### config.mk
export PLATFORM = sky130hd
export DESIGN_NAME = muldiv_unit
export DESIGN_NICKNAME = d
export VERILOG_FILES = /design/src/rtl/muldiv_pkg.sv /design/src/rtl/muldiv_iter_step.sv /design/src/rtl/muldiv_unit.sv
export SDC_FILE = /design/constraint.sdc
export NUM_CORES = 1
export LEC_CHECK = 0
export CAP_MARGIN = 20
export CELL_PAD_IN_SITES_DETAIL_PLACEMENT = 1
export CELL_PAD_IN_SITES_GLOBAL_PLACEMENT = 1
export CORE_MARGIN = 10
export CORE_UTILIZATION = 44
export DETAILED_ROUTE_END_ITERATION = 12
export HOLD_SLACK_MARGIN = 0.12
export PLACE_DENSITY_LB_ADDON = 0.1
export SLEW_MARGIN = 30
export SYNTH_ARGS = -nofsm -noshare
export SYNTH_HDL_FRONTEND = slang
export SYNTH_SLANG_ARGS = --single-unit
### constraint.sdc
create_clock -name clk -period 7 [get_ports clk]
set_input_delay 1.05 -clock clk [delete_from_list [all_inputs] [get_ports clk]]
set_output_delay 1.05 -clock clk [all_outputs]
set_load 0.02 [all_outputs]
### src/rtl/muldiv_pkg.sv
// rtl/muldiv_pkg.sv - shared encodings and helpers for the iterative RV32M multiply/divide unit
package muldiv_pkg;

    localparam int XLEN_DEFAULT = 32;

    localparam logic [2:0] F_MUL    = 3'd0;
    localparam logic [2:0] F_MULH   = 3'd1;
    localparam logic [2:0] F_MULHSU = 3'd2;
    localparam logic [2:0] F_MULHU  = 3'd3;
    localparam logic [2:0] F_DIV    = 3'd4;
    localparam logic [2:0] F_DIVU   = 3'd5;
    localparam logic [2:0] F_REM    = 3'd6;
    localparam logic [2:0] F_REMU   = 3'd7;

    typedef enum logic [1:0] {
        IDLE = 2'd0,
        CALC = 2'd1,
        FIN  = 2'd2
    } state_t;

    localparam logic [XLEN_DEFAULT-1:0] OVF_DIVIDEND = 32'h8000_0000;
    localparam logic [XLEN_DEFAULT-1:0] ALL_ONES     = 32'hFFFF_FFFF;

    function automatic logic [XLEN_DEFAULT-1:0] cond_neg(input logic [XLEN_DEFAULT-1:0] v,
                                                         input logic neg);
        return neg ? (~v + 1'b1) : v;
    endfunction

endpackage

### src/rtl/muldiv_iter_step.sv
// rtl/muldiv_iter_step.sv - one radix-2 iteration: shift-add multiply or restoring-divide step
module muldiv_iter_step #(
    parameter int XLEN = 32
) (
    input  logic              is_div,
    input  logic [2*XLEN-1:0] acc,
    input  logic [XLEN-1:0]   opnd,
    output logic [2*XLEN-1:0] acc_nxt
);

    logic [XLEN:0] sum;
    logic [XLEN:0] hi;

    // Multiply: acc = {partial product, remaining multiplier bits}, shifts right.
    // Divide:   acc = {partial remainder, dividend/quotient bits}, shifts left.
    always_comb begin
        sum     = '0;
        hi      = '0;
        acc_nxt = acc;
        if (is_div) begin
            hi = acc[2*XLEN-1:XLEN-1];
            if (hi >= {1'b0, opnd}) begin
                acc_nxt = {hi[XLEN-1:0] - opnd, acc[XLEN-2:0], 1'b1};
            end else begin
                acc_nxt = {hi[XLEN-1:0], acc[XLEN-2:0], 1'b0};
            end
        end else begin
            sum     = {1'b0, acc[2*XLEN-1:XLEN]} + (acc[0] ? {1'b0, opnd} : '0);
            acc_nxt = {sum, acc[XLEN-1:1]};
        end
    end

endmodule

### src/rtl/muldiv_unit.sv
// rtl/muldiv_unit.sv - iterative RV32M multiply/divide unit; MULDIV_FAST_MUL_EN selects single-cycle multiplies
module muldiv_unit
    import muldiv_pkg::*;
#(
    parameter int XLEN  = XLEN_DEFAULT,
    parameter int CNT_W = 6
) (
    input  logic            clk,
    input  logic            rst_n,
    input  logic            start,
    input  logic [2:0]      funct3,
    input  logic [XLEN-1:0] op_a,
    input  logic [XLEN-1:0] op_b,
    input  logic            flush,
    output logic            busy,
    output logic            done,
    output logic [XLEN-1:0] result
);

    state_t            state, state_nxt;
    logic [CNT_W-1:0]  cnt;
    logic [2*XLEN-1:0] acc;
    logic [XLEN-1:0]   opnd;
    logic [2:0]        fn;
    logic              neg_q, neg_r;

    logic              is_div_in, sgn_a, sgn_b, sa, sb;
    logic              div_zero, div_ovf, special, fast_mul, accept, last;
    logic [XLEN-1:0]   abs_a, abs_b, special_res, fast_res, fin_res;
    logic [2*XLEN-1:0] step_out, mul_p;

    muldiv_iter_step #(.XLEN(XLEN)) u_step (
        .is_div  (fn[2]),
        .acc     (acc),
        .opnd    (opnd),
        .acc_nxt (step_out)
    );

    always_comb begin
        is_div_in   = funct3[2];
        sgn_a       = (funct3 == F_MULH) || (funct3 == F_MULHSU) || (funct3 == F_DIV) || (funct3 == F_REM);
        sgn_b       = (funct3 == F_MULH) || (funct3 == F_DIV) || (funct3 == F_REM);
        sa          = sgn_a & op_a[XLEN-1];
        sb          = sgn_b & op_b[XLEN-1];
        abs_a       = cond_neg(op_a, sa);
        abs_b       = cond_neg(op_b, sb);
        div_zero    = is_div_in && (op_b == '0);
        div_ovf     = is_div_in && !funct3[0] && (op_a == OVF_DIVIDEND) && (op_b == ALL_ONES);
        special     = div_zero | div_ovf;
        special_res = div_zero ? (funct3[1] ? op_a : ALL_ONES) : (funct3[1] ? '0 : OVF_DIVIDEND);
    end

`ifdef MULDIV_FAST_MUL_EN
    logic signed [2*XLEN-1:0] ext_a, ext_b, fast_prod;
    // Sign-extending by sa/sb makes this the 33x33 signed product of the chosen operand types.
    always_comb begin
        ext_a     = {{XLEN{sa}}, op_a};
        ext_b     = {{XLEN{sb}}, op_b};
        fast_prod = ext_a * ext_b;
        fast_mul  = !is_div_in;
        fast_res  = (funct3 == F_MUL) ? fast_prod[XLEN-1:0] : fast_prod[2*XLEN-1:XLEN];
    end
`else
    always_comb begin
        fast_mul = 1'b0;
        fast_res = '0;
    end
`endif

    // Sign correction on the final iteration's output so the result lands with done.
    always_comb begin
        mul_p = neg_q ? (~step_out + 1'b1) : step_out;
        if (fn[2]) begin
            fin_res = fn[1] ? cond_neg(step_out[2*XLEN-1:XLEN], neg_r)
                            : cond_neg(step_out[XLEN-1:0], neg_q);
        end else begin
            fin_res = (fn == F_MUL) ? mul_p[XLEN-1:0] : mul_p[2*XLEN-1:XLEN];
        end
    end

    assign accept = (state == IDLE) && start && !flush;
    assign last   = (state == CALC) && (cnt == CNT_W'(XLEN-1)) && !flush;
    assign busy   = (state == CALC);

    always_ff @(posedge clk or negedge rst_n) begin
        if (!rst_n) begin
            state <= IDLE;
        end else begin
            state <= state_nxt;
        end
    end

    always_comb begin
        state_nxt = state;
        case (state)
            IDLE:    if (accept) state_nxt = (special || fast_mul) ? FIN : CALC;
            CALC:    if (last) state_nxt = FIN;
            FIN:     state_nxt = IDLE;
            default: state_nxt = IDLE;
        endcase
        if (flush) state_nxt = IDLE;
    end

    always_ff @(posedge clk or negedge rst_n) begin
        if (!rst_n) begin
            cnt    <= '0;
            acc    <= '0;
            opnd   <= '0;
            fn     <= '0;
            neg_q  <= 1'b0;
            neg_r  <= 1'b0;
            result <= '0;
            done   <= 1'b0;
        end else begin
            done <= 1'b0;
            if (accept) begin
                fn    <= funct3;
                neg_q <= sa ^ sb;
                neg_r <= sa;
                cnt   <= '0;
                acc   <= {{XLEN{1'b0}}, (is_div_in ? abs_a : abs_b)};
                opnd  <= is_div_in ? abs_b : abs_a;
                if (special) begin
                    result <= special_res;
                    done   <= 1'b1;
                end else if (fast_mul) begin
                    result <= fast_res;
                    done   <= 1'b1;
                end
            end else if ((state == CALC) && !flush) begin
                acc <= step_out;
                cnt <= cnt + 1'b1;
                if (last) begin
                    result <= fin_res;
                    done   <= 1'b1;
                end
            end
        end
    end

endmodule

## Word-level counts from Yosys, hierarchy flattened

Cells that the tools add are included.

- Add/subtract/negate cells: 8
- Order comparisons: 1
- Equality and inequality tests: 11
- Mux-type cells: 33
- Bitwise operators: 9
- Reduce and logical (&&, ||, !) cells: 23

Operator list:

| operator | count |
|---|---|
| 2-to-1 mux 32 bit | 17 |
| 2-to-1 mux 64 bit | 5 |
| adder 32 x 1 -> 32 bit, second input constant | 4 |
| inverter 32 bit | 4 |
| adder 64 x 1 -> 64 bit, second input constant | 1 |
| equality test 32 bit, second input constant | 2 |
| inverter 64 bit | 1 |
| adder 32 x 33 -> 33 bit | 1 |
| >= comparator 33 x 32 -> 1 bit | 1 |
| logical NOT 32 bit | 1 |
| subtractor 32 bit | 1 |
| 2-to-1 mux 6 bit | 2 |
| logical AND 1 bit | 9 |
| 2-to-1 mux 2 bit | 4 |
| adder 6 x 1 -> 6 bit, second input constant | 1 |
| equality test 3 bit, second input constant | 2 |
| equality test 6 x 5 -> 1 bit, second input constant | 1 |
| logical OR 1 bit | 5 |
| 2-to-1 mux 1 bit | 4 |
| case mux 2 bit (2 select lines) | 1 |
| nonzero test 2 bit | 2 |
| equality test 3 x 1 -> 1 bit, second input constant | 1 |
| equality test 3 x 2 -> 1 bit, second input constant | 1 |
| logical NOT 3 bit | 1 |
| other kinds (11) | 13 |

- Flip-flop bits (word level): 142
- Input bits: 71
- Output and inout bits: 34
- Logic and storage cells: 94

## Longest topological paths before layout

- Word-level depth: 11
- Gate-level depth with buffers: 23
- Gate-level depth less buffers: 20

## Hierarchy

From an unflattened synthesis, not the netlist that was laid out.

- Cells, all modules: 2086
- Area total of the unflattened synthesis: 15781.4 sq um

Modules (own cells, without submodules):

| module | times used | cells each | area each (sq um) | sequential area each (sq um) |
|---|---|---|---|---|
| muldiv_unit | 1 | 1440 | 11198.2 | 3553.4 |
| muldiv_iter_step | 1 | 646 | 4583.1 | 0.0 |

## Worst setup path before layout

Ideal clock, no wire load.

- Path type: register to register
- Start point: register acc[47]
- End point: register result[28]
- Library setup time: 0.126 ns
- Arrival: 4.751 ns
- Data required time: 6.874 ns
- Setup slack: 2.123 ns
- Stages on the path, launching flop included: 22
- Buffers on the path: 2
- Period minus slack after synthesis: 4.877 ns
- Cell sequence: dfrtp_1 ha_1 a21oi_1 o21a_1 and2_1 a21boi_2 buf_2 o211ai_1 o21ai_0 ha_1 o2111ai_1 or3_1 nor3_1 nand2_1 or2_1 clkbuf_1 nor2_1 nand4_1 o41ai_1 xnor2_1 nand2_1 a221o_1

- Cells in the longest elaborated chain, start to end: 11
- Elaborated cells between the ends (all ways): 20
- Those cells by class: add/sub (5); order compare (1); mux (11); bitwise (3)

Ends and longest elaborated chain:

| element | line | RTL |
|---|---|---|
| start: declaration | muldiv_unit.sv:22 | `logic [2*XLEN-1:0] acc;` |
| start signal: assignment | muldiv_unit.sv:121 | `acc <= {{XLEN{1'b0}}, (is_div_in ? abs_a : abs_b)};` |
| start signal: assignment | muldiv_unit.sv:131 | `acc <= step_out;` |
| subtractor 32 bit or >= comparator 33 x 32 -> 1 bit (tied branches) | muldiv_iter_step.sv:23, muldiv_iter_step.sv:22 |  |
| 2-to-1 mux 64 bit | muldiv_iter_step.sv:22 | `if (hi >= {1'b0, opnd}) begin` |
| 2-to-1 mux 64 bit * | muldiv_iter_step.sv:20 | `if (is_div) begin` |
| inverter 64 bit or inverter 32 bit (tied branches) | muldiv_unit.sv:72, muldiv_pkg.sv:26 |  |
| adder 64 x 1 -> 64 bit or adder 32 x 1 -> 32 bit (tied branches) | muldiv_unit.sv:72, muldiv_pkg.sv:26 |  |
| 2-to-1 mux 64 bit or 2-to-1 mux 32 bit (tied branches) | muldiv_unit.sv:72, muldiv_pkg.sv:26 |  |
| 2-to-1 mux 32 bit, on equally long branches | muldiv_unit.sv:77, muldiv_unit.sv:74 |  |
| 2-to-1 mux 32 bit * | muldiv_unit.sv:73 | `if (fn[2]) begin` |
| 2-to-1 mux 32 bit * | muldiv_unit.sv:133 | `if (last) begin` |
| 2-to-1 mux 32 bit * | muldiv_unit.sv:130 | `end else if ((state == CALC) && !flush) begin` |
| 2-to-1 mux 32 bit * | muldiv_unit.sv:116 | `if (accept) begin` |
| end signal: assignment | muldiv_unit.sv:124 | `result <= special_res;` |
| end signal: assignment | muldiv_unit.sv:127 | `result <= fast_res;` |
| end signal: assignment | muldiv_unit.sv:134 | `result <= fin_res;` |
| end: declaration | muldiv_unit.sv:17 | `output logic [XLEN-1:0] result` |

Every way passes the cells marked *; elsewhere a longest branch is shown, timed or not. The select of a mux whose other input is x is not followed.
A chain may end at the register's enable or synchronous reset.

## Final worst setup path

- Start point: register opnd[18]
- End point: register result[28]

- Cells in the longest elaborated chain, start to end: 11
- Elaborated cells between the ends (all ways): 21
- Those cells by class: add/sub (5); order compare (1); mux (12); bitwise (3)

Ends and longest elaborated chain:

| element | line | RTL |
|---|---|---|
| start: declaration | muldiv_unit.sv:23 | `logic [XLEN-1:0] opnd;` |
| start signal: assignment | muldiv_unit.sv:122 | `opnd <= is_div_in ? abs_b : abs_a;` |
| 2-to-1 mux 32 bit, or another cell as far along | muldiv_iter_step.sv:28 | `sum = {1'b0, acc[2*XLEN-1:XLEN]} + (acc[0] ? {1'b0, opnd} : '0);` |
| adder 32 x 33 -> 33 bit or 2-to-1 mux 64 bit (tied branches) | muldiv_iter_step.sv:28, muldiv_iter_step.sv:22 |  |
| 2-to-1 mux 64 bit * | muldiv_iter_step.sv:20 |  |
| inverter 64 bit or inverter 32 bit (tied branches) | muldiv_unit.sv:72, muldiv_pkg.sv:26 |  |
| adder 64 x 1 -> 64 bit or adder 32 x 1 -> 32 bit (tied branches) | muldiv_unit.sv:72, muldiv_pkg.sv:26 |  |
| 2-to-1 mux 64 bit or 2-to-1 mux 32 bit (tied branches) | muldiv_unit.sv:72, muldiv_pkg.sv:26 |  |
| 2-to-1 mux 32 bit, on equally long branches | muldiv_unit.sv:77, muldiv_unit.sv:74 |  |
| 2-to-1 mux 32 bit * | muldiv_unit.sv:73 |  |
| 2-to-1 mux 32 bit * | muldiv_unit.sv:133 |  |
| 2-to-1 mux 32 bit * | muldiv_unit.sv:130 |  |
| 2-to-1 mux 32 bit * | muldiv_unit.sv:116 |  |

Marked as above.

==> out/summary.md <==
The share of synthesized cell area in full adder, half adder and majority cells is 0.0551, and the area growth from synthesis to final layout is 12.0%. The total congestion overflow came out at 0. The wire-length estimate of the detail-placed layout is 62600 um. The tree is rooted in a clkbuf_16. After clock tree synthesis, the clock-pin slew on the worst setup and hold paths is 70 ps. STA classifies the critical path startpoint as a flip-flop. The number of maximum-capacitance constraint violations is 0. Clock network latency to the later pin of the worst-skew pair: 480 ps.

Summed over all failing endpoints, the final setup total negative slack is 0 ps. In this run, synthesis produced a sequential element count of 142. The total leakage power is 7.37 nW, and the number of cells traversed by the worst register-to-register path is 20. Arrival time at the worst endpoint: 6390 ps.

The die extent in x was 214 um. The switching power share of the total was 0.580. TritonCTS built the clock tree. The tools report the startpoint of the most critical register-to-register path as opnd[18].

The most used routing layer in global routing was met2. The die covers 0.0459 sq mm. The classification of the worst-slack hold path is reg -> reg. The tools report the worst setup skew after layout as 20.7 ps. The logs give 0.214 for the sequential share of the synthesized area and 970 ps for the slack of the worst reg-to-reg path. For this run, design rule violations remaining after detail routing come to 0. The final count of negative-setup-slack endpoints was 0; the via count of the routed design was 18600. The proportion of synthesized area in mux cells was 0.0352; the detailed router's first-iteration violation count was 1830.

For the global-route met2 utilization, the log shows 0.540. The clock passes through at most 2 buffers. After synthesis, the largest family of logic cells by area is compound AO/OA/AOI/OAI gates. The share of the synthesized area in compound gates (AO/OA/AOI/OAI) was 0.312. Final period demand of the worst path: 6030 ps. The part of the total power dissipated in combinational logic is 0.745, and the synthesized area divided by synthesized cell count is 7.33 sq um. dfrtp_1 takes more of the synthesized area than any other cell. Total power for the finished layout comes to 0.00914 W.

The critical path is of the reg -> reg type. Entering global routing, the biggest net connects 97 pins. Synthesis produced a netlist with a net count of 2408. The worst-case IR drop observed on VDD is 0.220 mV.

The tools report the number of global-route vias before repair as 18700. The commonest cells after synthesis are nand2_1 (278), o21ai_0 (202), a21oi_1 (195). Among all flip-flop cells after synthesis, the most frequent one is dfrtp_1. The number of sinks handled by clock tree synthesis is 142, and the global routing usage on met3 is 0.0522.

By area the synthesized netlist is led by dfrtp_1 (21%), nand2_1 (6.3%), o21ai_0 (6.1%). Yosys instantiated no cell more often than nand2_1. The wire length per cell came out at 28.2 um.

In this run the post-CTS setup repair buffer count came out at 0. The count of TritonRoute iterations in the first routing pass was 5; the top cell type's share of synthesized area was 0.214. In this run, synthesis inferred 0 flip-flops with an integrated enable. The total routing usage reported by global routing came out at 0.335. Setup repair after global routing left no endpoint under its margin.

The run finished with clean final reports. The run gives 0.347 as the headroom to the max-slew limit. The simple-gate portion of the synthesized area was 0.232. The fraction of the core area covered by cells at the end of the flow is 0.496, and the number of max-slew violations in the final report is 0. The share of flip-flops with an asynchronous set or reset after synthesis is 1.00. The number of levels in the clock H-tree was 4.

The internal power of the cells totals 0.00384 W. Synthesis produced a netlist whose cell count is 2265. The post-detailed-routing wire length was 79200 um; the I/O pin total was 105. During synthesis, Yosys emitted a total of 0 warnings.

The number of buffers inserted by hold repair at cts is 0, and the measured slew at the worst slew-check pin is 974 ps. The die is 214 um tall. The net count of the finished layout is 2426. STA puts the critical path data required time at 7360 ps. The fraction of layout cells with a size suffix above 1 was 0.0627; the number of buffers created by CTS was 17. The area share of xor/xnor cells in the synthesized design works out to 0.0975. The run gives 71 as the count of standard-cell rows.

The part of the total power dissipated in the clock network was 0.102. In the routed layout, each cell is associated on average with a via count of 6.63. Sequential share of power: 0.153. Critical-path maximum fanout: 11. The floorplan step defined a core boundary enclosing 0.0375 sq mm. Buffers placed on the I/O ports in this run total 104. Once detail routing completed, the nets flagged for antenna violations numbered 0. The number of antenna violations at the first check in global routing was 7; the post-cts gate resize count was 0. The analysis attributes to net switching a power of 0.00530 W. The logs give 0.443 for the starting density of the core and 0.0166 sq mm for the total standard cell area after synthesis. For the number of hold-slack violations in the final timing report, the log shows 0. The launching instance or port of the critical path was opnd[18]. In this run the worst setup path terminates at result[28]. The global-route wire length before repair came out at 119000 um. For this design the ratio of total power to cell area is 491 mW/mm^2. Met1 track utilization from global routing: 0.421. The congestion estimate from routability-driven global placement came to 1.00. Worst reg2reg path endpoint: result[28]. Count of different cell masters after synthesis: 110.

The fraction of the cycle the final worst path needs came out at 0.861. The type of element capturing the critical path was a flip-flop. For this run, the top clock speed supported by timing is 166 MHz.
==> worst min-delay path by stage <==
stage / cells after the start / slack [ps] / end / startpoint
after global routing: 1 / 510 / result[1] / result[1]
after global placement: 1 / 470 / result[1] / result[1]
after CTS: 1 / 490 / result[29] / result[29]
after floorplan: 2 / 460 / opnd[14] / opnd[14]
after detailed placement: 1 / 470 / result[1] / result[1]
final: 1 / 490 / result[29] / result[29]
==> power by group through the flow <==
stage | logic [W] | registers, W | clock network, W
2_1_floorplan | 0.00457 | 0.00125 | 0
3_3_place_gp | 0.00648 | 0.00138 | 0
3_5_place_dp | 0.00658 | 0.00140 | 0
4_1_cts | 0.00663 | 0.00139 | 0.000928
5_1_grt | 0.00728 | 0.00143 | 0.000963
6_report | 0.00681 | 0.00140 | 0.000930
==> cell usage in the layout, fill, tap and decap left out, types with 79 or more instances in the layout <==
cell	Yosys	layout
nor2_1	190	189
a21oi_1	195	195
dfrtp_1	142	140
nand2_1	278	277
xor2_1	86	86
o21ai_0	202	202
o211ai_1	82	82
clkdlybuf4s50_1	0	102
xnor2_1	99	99
nor3_1	79	79
==> stage by stage <==
step / cells / instance area (sq um) / hold slack (ps) / worst slack, ps
6_report: 2808 / 18600 / 488 / 970
3_3_place_gp: 2774 / 18000 / 472 / 1310
4_1_cts: 2807 / 18600 / 490 / 1090
5_1_grt: 2807 / 18600 / 510 / 561
2_1_floorplan: 2265 / 16600 / 463 / 2120
3_5_place_dp: 2775 / 18000 / 474 / 1140
==> worst max-delay path, stage by stage (launching register included) <==
cell and delay, ps:
dfrtp_1 410, inv_1 100, ha_1 370, a21oi_1 270, o21ai_1 190, a22oi_1 300, and3_1 270, o211ai_1 270
o21ai_0 310, ha_1 330, o2111ai_1 190, or3_1 480, nor3_1 350, nand2_1 250, or2_1 450, nor2_1 160
nand4_1 200, o41ai_1 420, xnor2_1 170, nand2_1 70, a221o_1 340
==> state kept, by name (all words and copies together), names as in the netlist, 2 cells and up <==
signal and flops:
state 2, opnd 32, fn 3, cnt 6, acc 64, result 32
==> cell type report <==
cell class / count / area, sq um
tap: 511 / 639
fill: 4748 / 18900
multi-input combinational: 1904 / 12200
inverter: 70 / 264
sequential: 142 / 3560
clock buffer: 22 / 474
clock inverter: 10 / 88.8
timing repair buffer: 148 / 1390
antenna: 1 / 2.50
==> kinds of logic after synthesis <==
kind of cell	after synthesis
buffers and inverters	219
adders and majority gates	72
AOI/OAI and AO/OA	786
DFF	142
and+or+nand+nor	804
xor gates and xnor gates	185
muxes	57
==> layer usage <==
metal | part of all wire | wire (um) | up-vias
met1 | 0.42 | 32900 | 9236
met5 | 0.00021 | 17 | -
met3 | 0.069 | 5470 | 218
met2 | 0.46 | 36100 | 798
met4 | 0.059 | 4670 | 4
li1 | - | - | 8352
Power figures use the tool's default switching activity.
